--- config.mk ---
export PLATFORM = sky130hd
export DESIGN_NAME = piso_tx
export DESIGN_NICKNAME = d
export VERILOG_FILES = /design/src/rtl/piso_pkg.sv /design/src/rtl/piso_shreg.sv /design/src/rtl/piso_tx.sv
export SDC_FILE = /design/constraint.sdc
export NUM_CORES = 1
export LEC_CHECK = 0
export CORE_ASPECT_RATIO = 1.5
export CORE_MARGIN = 4
export CORE_UTILIZATION = 42
export DETAILED_ROUTE_END_ITERATION = 6
export GPL_TIMING_DRIVEN = 1
export HOLD_SLACK_MARGIN = 0.1
export PLACE_DENSITY = 0.73
export SLEW_MARGIN = 20
export SYNTH_ARGS = -nofsm -noshare
export SYNTH_HDL_FRONTEND = slang
export SYNTH_SLANG_ARGS = --single-unit
--- constraint.sdc ---
create_clock -name clk -period 1.55 [get_ports clk]
set_clock_uncertainty 0.2 [all_clocks]
set_input_delay 0.155 -clock clk [delete_from_list [all_inputs] [get_ports clk]]
set_output_delay 0.155 -clock clk [all_outputs]
set_load 0.1 [all_outputs]
--- src/rtl/piso_pkg.sv ---
// piso_pkg: shared state type and default word width for the PISO transmitter
package piso_pkg;
  typedef enum logic [1:0] {IDLE, SHIFT, DONE} tx_state_t;
  localparam int DEFAULT_WIDTH = 16;
endpackage

--- src/rtl/piso_shreg.sv ---
// piso_shreg: loadable zero-fill shift register with selectable direction and serial tap
module piso_shreg #(
  parameter int WIDTH = 16
) (
  input  logic             clk,
  input  logic             rst,
  input  logic             ld,
  input  logic             sh,
  input  logic             dir,
  input  logic [WIDTH-1:0] din,
  output logic             so
);
  logic [WIDTH-1:0] shreg_q, shreg_d;
  always_comb shreg_d = ld ? din : !sh ? shreg_q :
                        dir ? {shreg_q[WIDTH-2:0], 1'b0} : {1'b0, shreg_q[WIDTH-1:1]};
  always_ff @(posedge clk) shreg_q <= rst ? '0 : shreg_d;
  assign so = dir ? shreg_q[WIDTH-1] : shreg_q[0];
endmodule

--- src/rtl/piso_tx.sv ---
// piso_tx: valid/ready word capture, serialised one bit per shift_en with framing strobe
module piso_tx
  import piso_pkg::*;
#(
  parameter int WIDTH     = DEFAULT_WIDTH,
  parameter bit MSB_FIRST = 1'b1
) (
  input  logic             clk,
  input  logic             rst,
  input  logic [WIDTH-1:0] din,
  input  logic             din_valid,
  output logic             din_ready,
  input  logic             shift_en,
  output logic             sout,
  output logic             sframe,
  output logic             busy,
  output logic             done
);
  localparam int CW = $clog2(WIDTH);
  tx_state_t state_q, state_d;
  logic [CW-1:0] cnt_q, cnt_d;
  logic ld, sh, last, so;
  always_comb begin
    ld      = state_q == IDLE && din_valid;
    sh      = state_q == SHIFT && shift_en;
    last    = cnt_q == CW'(WIDTH - 1);
    state_d = ld ? SHIFT : state_q == DONE ? IDLE : sh && last ? DONE : state_q;
    cnt_d   = ld ? '0 : sh && !last ? cnt_q + 1'b1 : cnt_q;
  end
  always_ff @(posedge clk) begin
    state_q <= rst ? IDLE : state_d;
    cnt_q   <= rst ? '0 : cnt_d;
  end
  piso_shreg #(.WIDTH(WIDTH)) u_shreg (
    .clk(clk), .rst(rst), .ld(ld), .sh(sh), .dir(MSB_FIRST), .din(din), .so(so)
  );
  assign din_ready = state_q == IDLE && !rst;
  assign sframe    = state_q == SHIFT;
  assign sout      = sframe && so;
  assign busy      = state_q != IDLE;
  assign done      = state_q == DONE;
endmodule

==> results of run 1 <==
-- area by class of cell --
type	count	area [um^2]	area share [%]
clock buffer	4	36.3	2.13
multi-input combinational	81	684	40.3
timing repair buffer	46	503	29.6
sequential	22	448	26.3
tap	23	28.8	1.69
-- worst max-delay path: stages, from the launching register on --
cell,delay [ns]
dfxtp_4,0.39
or2_4,0.28
nor2_4,0.10
buf_12,0.18
-- cells in the final DEF (no fill, tap or decap), drive strengths merged, types with 2 or more instances in the layout --
cell type	netlist	routed
a21oi	20	20
a22oi	13	13
a311oi	2	2
buf	7	26
clkbuf	2	5
clkdlybuf4s50	0	19
dfxtp	22	22
nand2	6	6
nand3	17	17
nor2	3	3
nor2b	2	2
nor3	2	2
nor3b	2	2
o21ai	3	3
or3	2	2
-- metal layers --
layer / global-route usage [%] / share of wire, % / vias to the layer above
li1: - / - / 501
met1: 20.7 / 41 / 504
met2: 28.5 / 52 / 29
met3: 3.51 / 5.3 / 5
met4: 8.30 / 2.1 / 0
met5: 0 / 0 / -
-- power groups by stage --
stage | Sequential, mW | Clock, mW | Combinational, mW
after floorplan | 0.626 | 0 | 0.166
after global routing | 0.629 | 0.366 | 0.403
after CTS | 0.617 | 0.325 | 0.290
after global placement | 0.631 | 0 | 0.279
after detailed placement | 0.632 | 0 | 0.282
final | 0.625 | 0.333 | 0.384
-- sequential cells by signal, summed over array words and instances, names as in the netlist --
name,cells
state_q,2
u_shreg.shreg_q,16
cnt_q,4
-- logic make-up after synthesis --
| group | share of synthesized area (%) |
|---|---|
| AND/OR/NAND/NOR | 23.0 |
| AO/OA/AOI/OAI | 25.1 |
| flip-flops | 45.3 |
| buffers and inverters | 5.28 |
| adder cells (fa/ha/maj) | 1.29 |
-- how the worst min path moves through the flow --
stage,from,to,depth (start not counted)
after global routing,din[0],u_shreg.shreg_q[0],3
after global placement,u_shreg.shreg_q[11],u_shreg.shreg_q[11],2
after detailed placement,u_shreg.shreg_q[12],u_shreg.shreg_q[12],2
after floorplan,din[0],u_shreg.shreg_q[0],2
final,din[0],u_shreg.shreg_q[0],3
after CTS,din[0],u_shreg.shreg_q[0],3
-- repair_timing --
action                                  CTS  global route
setup buffers                             3             5
resized for setup                         1            49
pin swaps                                 2            22
endpoints found under the setup margin    3            24
endpoints found under the hold margin     0             0
cloned                                    0             2
==> summary.md, run 1 <==
| Metric | Value |
|---|---|
| Final period util | `105%` |
| Required time of the critical path | `1.19 ns` |
| Pleak | `0.597 nW` |
| Leading cell type by number of instances after synthesis | `dfxtp_1` |
| Syn_nets | `133` |
| H-Tree Depth | `1` |
| Starting Density | `43.5%` |
| Pre-Repair DR Iteration Count | `4` |
| Crit. End Element | `primary output` |
| Fillers | `153` |
| Design Area, Final | `1700 um^2` |
| CTS Sinks | `22` |
| Fmax | `613 MHz` |
| Vias | `1039` |
| Wirelength per Cell | `17.3 um` |
| Status | `complete, but fails checks` |
| Non-Filler Instances | `176` |
| Setup crit end | `din_ready` |
| Hold_buf cts | `0` |
| Largest cells by area after synthesis | `dfxtp_1, a21oi_1, a22oi_1, nand3_1, nand2_1` |
| CTS tree | `built` |
| Die Y | `66.9 um` |
| Pwr dens | `789 nW/um^2` |
| Initial antenna violation count | `0` |
| Clock Power Share | `24.8%` |
| Peak VDD IR | `0.000638 V` |
| Pre-CTS setup slack | `-0.184 ns` |
| Placed instance count | `162` |
| Synth-to-Final Area Change | `74.9%` |
| Core Util, Final | `76.1%` |
| Total Power | `1.34 mW` |
| Worst r2r src | `state_q[1]` |
| Worst-path fanout max | `7` |
| Post-Synthesis Cells | `112` |
| RSZ-0062 raised after global routing | `true` |
| Rows | `21` |
| Pins Over Slew Limit | `0` |
| Startpoint types | `flop` |
| Clk_lat worst skew | `0.32 ns` |
| Post-synth EDFFs | `0` |
| Post-layout min period | `1.63 ns` |
| Core area | `2230 um^2` |
| Final TNS setup | `-0.269 ns` |
| Synth top area share | `45.3%` |
| IO buf count | `24` |
| First-pass GRT wire length | `3950 um` |
| Failing checks | `negative setup slack` |
| Synth top cells by count | `dfxtp_1, a21oi_1, nand3_1, a22oi_1, nand2_1` |
| Antenna Cells | `0` |
| Antenna-violating nets left | `0` |
| Least-Margin Pin Slew | `0.295 ns` |
| Clock root cell | `clkbuf_4` |
| GRT Resource Usage Total | `17.4%` |
| Die Width | `47.3 um` |
| Setup violators final | `12` |
| Post-Syn Area per Cell | `8.68 um^2` |
| Mapped Area | `972 um^2` |
| Final Wtd Congestion | `0.738` |
| Comb power frac | `28.6%` |
| Starting DRT DRC Count | `25` |
| Yosys top cell by area | `dfxtp_1` |
| Final hold violations | `0` |
| Net Sw Power | `0.409 mW` |
| Yosys cell types | `29` |
| Worst Path Arrival | `1.28 ns` |
| Post-synthesis sequential area ratio | `45.3%` |
| Final net count | `175` |
| CTS Buf Count | `3` |
| Grt ovf | `0` |
| Yosys warnings | `0` |
| DRC viols | `0` |
| Detailed Place HPWL | `1750 um` |
| DRT Wirelength | `3040 um` |
| Worst Hold Class | `in2reg` |
| Clock slew at reported path FFs | `0.13 ns` |
| Flop pwr share | `46.6%` |
| Die Area | `3160 um^2` |
| Internal power | `0.933 mW` |
| Post-synth ARST share | `0%` |
| Placed cell areas | `1360 um^2` |
| Reg-to-Reg End | `u_shreg.shreg_q[10]` |
| Vias in the first global route | `934` |
| Worst R2R Path Depth | `5` |
| Share of layout cells above drive strength 1 | `49.0%` |
| Slew margin rel. | `80.3%` |
| CTS Buffer Depth | `2` |
| Via density | `5.90` |
| Largest net degree at the start of global routing | `13` |
| FF+latch count, synth | `22` |
| WHS | `0.173 ns` |
| Final worst slack | `-0.0804 ns` |
| Reg2reg setup slack | `-0.06 ns` |
| # IOs | `25` |
| Setup Crit Path Kind | `reg2out` |
| Sw frac | `30.5%` |
| CP startpoint | `state_q[0]` |
| Commonest register cell after synthesis | `dfxtp_1` |
| Max Cap Viol | `0` |
No activity file was read; power rests on OpenSTA's default activity.
==> run 2: changes to the inputs <==
- SLEW_MARGIN: 20 -> default
==> results of run 2 <==
No change in the layout: final DEF, timing and power equal those of run 1.
